$ cat config.mk
export PLATFORM = sky130hd
export DESIGN_NAME = ps2_host_tx
export DESIGN_NICKNAME = d
export VERILOG_FILES = /design/src/rtl/ps2_host_tx.sv
export SDC_FILE = /design/constraint.sdc
export NUM_CORES = 1
export LEC_CHECK = 0
export ABC_AREA = 1
export BUFFER_PORTS_ARGS = -buffer_cell sky130_fd_sc_hd__buf_2
export CAP_MARGIN = 0
export CELL_PAD_IN_SITES_DETAIL_PLACEMENT = 2
export CELL_PAD_IN_SITES_GLOBAL_PLACEMENT = 2
export CORE_ASPECT_RATIO = 0.8
export CORE_MARGIN = 1
export CORE_UTILIZATION = 39
export CTS_CLUSTER_SIZE = 25
export DETAILED_ROUTE_END_ITERATION = 10
export HOLD_SLACK_MARGIN = 0.06
export PLACE_DENSITY_LB_ADDON = 0.1
export SYNTH_ARGS = -nofsm -noshare
export SYNTH_HDL_FRONTEND = slang
export SYNTH_SLANG_ARGS = --single-unit
$ cat constraint.sdc
create_clock -name CLK -period 3.73 [get_ports CLK]
set_clock_uncertainty 0.05 [all_clocks]
set_input_delay 0.1865 -clock CLK [delete_from_list [all_inputs] [get_ports CLK]]
set_output_delay 0.1865 -clock CLK [all_outputs]
set_load 0.005 [all_outputs]
$ cat src/rtl/ps2_host_tx.sv
// ps2_host_tx -- PS/2 host-to-device command transmitter.
//
// Sends one command byte to the device over the open-drain PS2_CLK/PS2_DATA
// pair: holds the clock low to request to send, drives the start bit, then
// shifts data/parity/stop on device-generated falling edges and samples the
// device ACK on the 11th falling edge. Outputs only ever request a pull-low;
// the tristate buffers live at the top level.
//
// Ports:
//   CLK          system clock
//   reset        asynchronous active-low reset
//   PS2_CLK      sensed PS/2 clock line level
//   PS2_DATA     sensed PS/2 data line level
//   iData[7:0]   command byte, sampled when iSend is accepted
//   iSend        one-cycle send request, accepted only when idle
//   oBusy        high while the transmitter owns the bus
//   oDone        one-cycle pulse at end of transaction
//   oError       one-cycle pulse with oDone on NACK or timeout
//   oClkDrvLow   1 = pull PS2_CLK low
//   oDataDrvLow  1 = pull PS2_DATA low
module ps2_host_tx #(
   parameter int INHIBIT_CYCLES = 5000,
   parameter int TIMEOUT_CYCLES = 750000
) (
   input  logic       CLK,
   input  logic       reset,
   input  logic       PS2_CLK,
   input  logic       PS2_DATA,
   input  logic [7:0] iData,
   input  logic       iSend,
   output logic       oBusy,
   output logic       oDone,
   output logic       oError,
   output logic       oClkDrvLow,
   output logic       oDataDrvLow
);

   localparam int IW = (INHIBIT_CYCLES > 1) ? $clog2(INHIBIT_CYCLES) : 1;
   localparam int TW = (TIMEOUT_CYCLES > 1) ? $clog2(TIMEOUT_CYCLES) : 1;
   localparam logic [IW-1:0] INH_LAST = IW'(INHIBIT_CYCLES - 1);
   localparam logic [TW-1:0] TMO_LAST = TW'(TIMEOUT_CYCLES - 1);

   typedef enum logic [2:0] {
      S_IDLE,
      S_INHIBIT,
      S_START,
      S_SHIFT,
      S_WAIT_IDLE
   } state_t;

   state_t          state_q;
   logic [1:0]      clk_sync_q, data_sync_q;
   logic            clk_prev_q;
   logic [IW-1:0]   inh_cnt_q;
   logic [TW-1:0]   tmo_cnt_q;
   logic [3:0]      bit_cnt_q;
   logic [7:0]      shift_q;
   logic            par_q;
   logic            nack_q;
   logic            busy_q, done_q, err_q, clk_drv_q, data_drv_q;

   logic clk_s, data_s, fall;

   assign clk_s  = clk_sync_q[1];
   assign data_s = data_sync_q[1];
   assign fall   = clk_prev_q & ~clk_s;

   // Synchronisers reset to the idle (pulled-up) level so that leaving
   // reset never produces a spurious falling edge.
   always_ff @(posedge CLK or negedge reset) begin
      if (!reset) begin
         clk_sync_q  <= 2'b11;
         data_sync_q <= 2'b11;
         clk_prev_q  <= 1'b1;
      end else begin
         clk_sync_q  <= {clk_sync_q[0], PS2_CLK};
         data_sync_q <= {data_sync_q[0], PS2_DATA};
         clk_prev_q  <= clk_s;
      end
   end

   always_ff @(posedge CLK or negedge reset) begin
      if (!reset) begin
         state_q    <= S_IDLE;
         inh_cnt_q  <= '0;
         tmo_cnt_q  <= '0;
         bit_cnt_q  <= '0;
         shift_q    <= '0;
         par_q      <= 1'b0;
         nack_q     <= 1'b0;
         busy_q     <= 1'b0;
         done_q     <= 1'b0;
         err_q      <= 1'b0;
         clk_drv_q  <= 1'b0;
         data_drv_q <= 1'b0;
      end else begin
         done_q <= 1'b0;
         err_q  <= 1'b0;
         case (state_q)
            S_IDLE: begin
               busy_q     <= 1'b0;
               clk_drv_q  <= 1'b0;
               data_drv_q <= 1'b0;
               if (iSend) begin
                  shift_q   <= iData;
                  par_q     <= ~^iData;
                  busy_q    <= 1'b1;
                  clk_drv_q <= 1'b1;
                  inh_cnt_q <= '0;
                  state_q   <= S_INHIBIT;
               end
            end
            S_INHIBIT: begin
               if (inh_cnt_q == INH_LAST) begin
                  data_drv_q <= 1'b1;    // start bit, clock still held
                  state_q    <= S_START;
               end else begin
                  inh_cnt_q <= inh_cnt_q + 1'b1;
               end
            end
            S_START: begin
               clk_drv_q <= 1'b0;        // hand the clock to the device
               bit_cnt_q <= '0;
               tmo_cnt_q <= '0;
               state_q   <= S_SHIFT;
            end
            S_SHIFT: begin
               tmo_cnt_q <= tmo_cnt_q + 1'b1;
               if (tmo_cnt_q == TMO_LAST) begin
                  clk_drv_q  <= 1'b0;
                  data_drv_q <= 1'b0;
                  done_q     <= 1'b0 | 1'b1;
                  err_q      <= 1'b1;
                  state_q    <= S_IDLE;
               end else if (fall) begin
                  // bit_cnt_q holds the edge count before this edge
                  bit_cnt_q <= bit_cnt_q + 1'b1;
                  case (bit_cnt_q)
                     4'd0, 4'd1, 4'd2, 4'd3, 4'd4, 4'd5, 4'd6, 4'd7: begin
                        data_drv_q <= ~shift_q[0];
                        shift_q    <= {1'b0, shift_q[7:1]};
                     end
                     4'd8:    data_drv_q <= ~par_q;
                     4'd9:    data_drv_q <= 1'b0;   // stop bit: release
                     default: begin
                        nack_q  <= data_s;          // device pulls low to ACK
                        state_q <= S_WAIT_IDLE;
                     end
                  endcase
               end
            end
            S_WAIT_IDLE: begin
               tmo_cnt_q <= tmo_cnt_q + 1'b1;
               if (tmo_cnt_q == TMO_LAST) begin
                  clk_drv_q  <= 1'b0;
                  data_drv_q <= 1'b0;
                  done_q     <= 1'b1;
                  err_q      <= 1'b1;
                  state_q    <= S_IDLE;
               end else if (clk_s && data_s) begin
                  // busy_q stays high here; IDLE clears it one cycle later
                  done_q  <= 1'b1;
                  err_q   <= nack_q;
                  state_q <= S_IDLE;
               end
            end
            default: state_q <= S_IDLE;
         endcase
      end
   end

   assign oBusy       = busy_q;
   assign oDone       = done_q;
   assign oError      = err_q;
   assign oClkDrvLow  = clk_drv_q;
   assign oDataDrvLow = data_drv_q;

endmodule

Yosys cells after proc, flatten, opt, wreduce, memory -nomap -nowiden
Index checks and enable logic that the tools add are counted.
W data, S select, Z words.
{"block": "op_classes", "n_addsub": 3, "n_eq_ne": 27, "mux": 35, "bitwise": 6, "n_reduce_logical": 21}
{"op": "$pmux W20 S2", "n": 1}
{"op": "$mux W8", "n": 4}
{"op": "$mux W13", "n": 2}
{"op": "$pmux W13 S2", "n": 1}
{"op": "$mux W3", "n": 7}
{"op": "$add A20 B1 Y20 const B", "n": 1}
{"op": "$eq A20 B20 Y1 const B", "n": 1}
{"op": "$eq A4 B3 Y1 const B", "n": 4}
{"op": "$pmux W8 S2", "n": 1}
{"op": "$pmux W3 S5", "n": 1}
{"op": "$reduce_and A5 Y1", "n": 3}
{"op": "$ne A2 B2 Y1 const B", "n": 7}
{"op": "$add A13 B1 Y13 const B", "n": 1}
{"op": "$eq A13 B13 Y1 const B", "n": 1}
{"op": "$mux W1", "n": 10}
{"op": "$reduce_or A10 Y1", "n": 1}
{"op": "$ne A3 B3 Y1 const B", "n": 3}
{"op": "$eq A4 B2 Y1 const B", "n": 2}
{"op": "$eq A4 B4 Y1 const B", "n": 2}
{"op": "$mux W4", "n": 2}
{"op": "$pmux W4 S2", "n": 1}
{"op": "$reduce_bool A2 Y1", "n": 4}
{"op": "$reduce_or A8 Y1", "n": 1}
{"op": "$reduce_xnor A8 Y1", "n": 1}
{"op": "21 further kinds", "n": 30}
{"block": "totals", "regBits": 60, "input_bits": 13, "out_inout_bits": 5, "wordCells": 107}

Depth between registers and ports, before layout
{"block": "depth", "depth_word": 6, "depth_mapped": 11, "ltp_nobuf": 11}

Worst setup path before layout
OpenSTA, ideal clock, no wires.
{"block": "synth_timing", "kind": "register to register", "start": "register tmo_cnt_q[0]", "end": "register tmo_cnt_q[16]", "arrival_ns": 1.381, "t_required_ns": 3.554, "setup_slack_ns": 2.173, "stages_incl_launch_ff": 9, "n_path_buf": 0, "synth_period_minus_slack_ns": 1.557, "cell_sequence": "dfrtp_1 -> ha_1 -> nand2_1 -> nor2_1 -> inv_1 -> nor2_1 -> nand3_1 -> o21ai_0 -> a21oi_1"}
{"block": "synth_between", "elab_chain_len": 2}
{"item": "from (decl)", "line": "55", "rtl": "logic [TW-1:0] tmo_cnt_q;"}
{"item": "from (signal assigned)", "line": "128", "rtl": "tmo_cnt_q <= tmo_cnt_q + 1'b1;"}
{"item": "from (signal assigned)", "line": "153", "rtl": "tmo_cnt_q <= tmo_cnt_q + 1'b1;"}
{"item": "$add A20 B1 Y20", "line": "128, 153"}
{"item": "$pmux W20 S2", "line": "99", "rtl": "case (state_q)"}
No other way between the ends.
A chain may end at the register's enable or synchronous reset.

Worst setup path after layout
Same ends and word-level chain as after synthesis.

==> impl_metrics.csv <==
group,metric,value,unit
logic_synthesis,synth_fp_nets,517,
sta,fin_crit,2000,ps
sta,worstMarginPinSlew,953,ps
clock_tree,cts_setup_buffers,0,
clock_tree,clock_latency,340,ps
clock_tree,cts_root_buffer,"clkbuf_16",
clock_tree,cts-resized-gates,0,
setup_path,cp_max_fo,6,
logic_synthesis,syn_inst,498,
final_layout,fillers,1064,
placement,placed_cell_area,3870,um2
power,ir_drop,0.000385,V
global_route,overflow,0,
logic_synthesis,async_flop_share,100,%
final_layout,area_delta_synth_final,14.5,%
outcome,outcome,"finished, final reports clean",
route,drt-initial-drc-count,147,
power,internal-power,1.68,mW
setup_path,worstSetupPathType,"register to register",
final_layout,stdcell_area,4230,um2
die,die_w,111,um
sta,finalCritPeriodShare,53.6,%
sta,maxSlewHeadroom,36.5,%
clock_tree,clockBufferDepth,2,
logic_synthesis,syn_area_per_cell,7.42,um2
global_route,grt_pass1_wl,20.1,mm
clock_tree,cts_tree,"done",
logic_synthesis,synth_top_area_share,37.3,%
global_route,antenna_found_initial,0,
logic_synthesis,yosysSeqAreaShare,40.8,%
sta,drv_slew,0,
job,cap_violations,0,
die,rows,31,
power,clkPwrFrac,33.1,%
clock_tree,clock_sinks,60,
power,power_density,658,nW/um2
route,drcViolationCount,0,
die,io_pins,18,
route,dr.pass1.iters,4,
power,leakagePower,1.98,nW
logic_synthesis,synth_area_leaders,"dfrtp_1 (37%), nand2_1 (16%), nand3_1 (6.4%)",
final_layout,antenna_cells,0,
sta,setup_viol,0,
route,drt-total-wl,12.1,mm
global_route,grt_pass1_vias,3843,
sta,finalHoldViolCount,0,
power,switching_power,1.11,mW
logic_synthesis,synth_ff_type,"dfrtp_1",
power,combPwrFrac,34.3,%
placement,numPortBuffers,17,
route,via_per_inst,5.43,
placement,gp_congestion,0.810,
clock_tree,cts_buffers,9,
final_layout,nets,544,
logic_synthesis,yosys_warnings,0,
die,initial_utilization,40.5,%
die,die_h,89.0,um
route,vias,3500,
sta,tns,0,ps
setup_path,crit_required,3900,ps
placement,dp_hpwl,8.83,mm
logic_synthesis,yosys.area.top_type,"dfrtp_1",
setup_path,crit_path_end_kind,"register",
route,wire_per_inst,18.7,um
final_layout,layout_common_cells,"nand2_1 (155), dfrtp_1 (55), inv_1 (48)",
logic_synthesis,synth_edf_count,0,
final_layout,final_common_cell,"nand2_1",
die,fp.dieArea,9870,um2
logic_synthesis,syn-cell-area,3690,um2
worst_hold_path,hp-class,"input pin to register",
setup_path,cp.arrival,2170,ps
die,core,9110,um2
sta,fmax,500,MHz
clock_tree,htreeDepth,3,
final_layout,drive_above_1_share,14.7,%
logic_synthesis,ys_ff_latch,60,
global_route,grt_usage,26.5,%
global_route,grt_max_degree,40,
setup_path,cp-start-kind,"register",
power,p_seq_share,32.6,%
sta,rsz0062_at_grt,"false",
clock_tree,clkTransAtPathRegs,60,ps
power,netSwitchingFraction,39.8,%
route,antenna_left,0,
logic_synthesis,ys_types,37,
[final cells by class]
| type | count | area (um2) | area share, % |
|---|---|---|---|
| repair buffers | 21 | 123 | 2.90 |
| multi-input cells | 369 | 1890 | 44.6 |
| clock inverters | 6 | 87.6 | 2.07 |
| well taps | 115 | 144 | 3.40 |
| flip-flops and latches | 60 | 1510 | 35.6 |
| clock buffers | 10 | 239 | 5.65 |
| inverters | 64 | 243 | 5.74 |
[sequential cells by signal, indices dropped and copies added (netlist names), 2 cells and up]
| signal | flops |
|---|---|
| tmo_cnt_q | 20 |
| inh_cnt_q | 13 |
| shift_q | 8 |
| bit_cnt_q | 4 |
| state_q | 3 |
| clk_sync_q | 2 |
| data_sync_q | 2 |
[what timing repair did]
| item | in CTS | in global routing |
|---|---|---|
| setup endpoints to repair | 0 | 0 |
| hold buffers | 3 | 0 |
| endpoints found under the hold margin | 35 | 0 |
[cells by family (layout without fill, tap and decap cells)]
group	after synthesis	count (layout)	share of synthesized area, %
adders and majority gates	6	6	2.03
AOI/OAI and AO/OA	52	52	7.99
buffers and inverters	69	101	8.10
DFF	60	60	40.8
xor gates and xnor gates	18	18	4.27
and+or+nand+nor	293	293	36.8
[per-stage QoR]
| stage | total power [mW] | util (%) | worst slack, ps | hold WS [ps] | cells |
|---|---|---|---|---|---|
| final | 2.78 | 46.4 | 1730 | 150 | 645 |
| after global placement | 1.80 | 42.5 | 1930 | 243 | 626 |
| after global routing | 2.96 | 46.4 | 1540 | 176 | 645 |
| after detailed placement | 1.86 | 42.5 | 1760 | 243 | 626 |
| after floorplan | 1.61 | - | 2170 | -159 | 498 |
| after CTS | 2.81 | 46.4 | 1750 | 146 | 645 |
[power by group through the flow]
stage	logic (mW)	clock network (mW)	registers (mW)
after floorplan	0.728	0	0.883
after global placement	0.900	0	0.904
after detailed placement	0.948	0	0.914
after CTS	0.971	0.933	0.909
after global routing	1.08	0.957	0.927
final	0.956	0.920	0.908
[path summary, 6_finish.rpt]
path | from | to | slack (ps) | cells past startpoint
worst max-delay path | tmo_cnt_q[0] | tmo_cnt_q[16] | 1730 | 8
worst min-delay path | iData[7] | shift_q[7] | 150 | 4
worst max register to register | tmo_cnt_q[0] | tmo_cnt_q[16] | 1730 | 8
worst min register to register | data_sync_q[0] | data_sync_q[1] | 310 | 0
max in group asynchronous | reset | tmo_cnt_q[15] | 2280 | 3
min in group asynchronous | reset | tmo_cnt_q[16] | 490 | 2
[worst max-delay path, cell delays in order (launching register included)]
cell and delay, ps:
dfrtp_1 440, ha_1 290, nand2_1 100, nor2_1 180, inv_1 100, nor2_1 240, nand3_1 190, o21ai_0 200
a21oi_1 80
[per-layer routing]
layer  routed length, um  GRT usage (%)
met1                5550           33.8
met5                   0              0
met3                 494           5.49
met4                 146           7.39
met2                5900           46.4
[cells in the mapped netlist, drive strengths merged, types with 2 or more instances]
library cell	count
nand3b	2
dfrtp	55
nor3	12
o22ai	10
inv	63
o21bai	2
nor2	48
xor2	11
nand2	164
nand3	47
nand4	19
dfstp	5
o21ai	28
o21a	3
ha	6
buf	5
xnor2	7
a21oi	8
No activity file was read; power rests on OpenSTA's default activity.
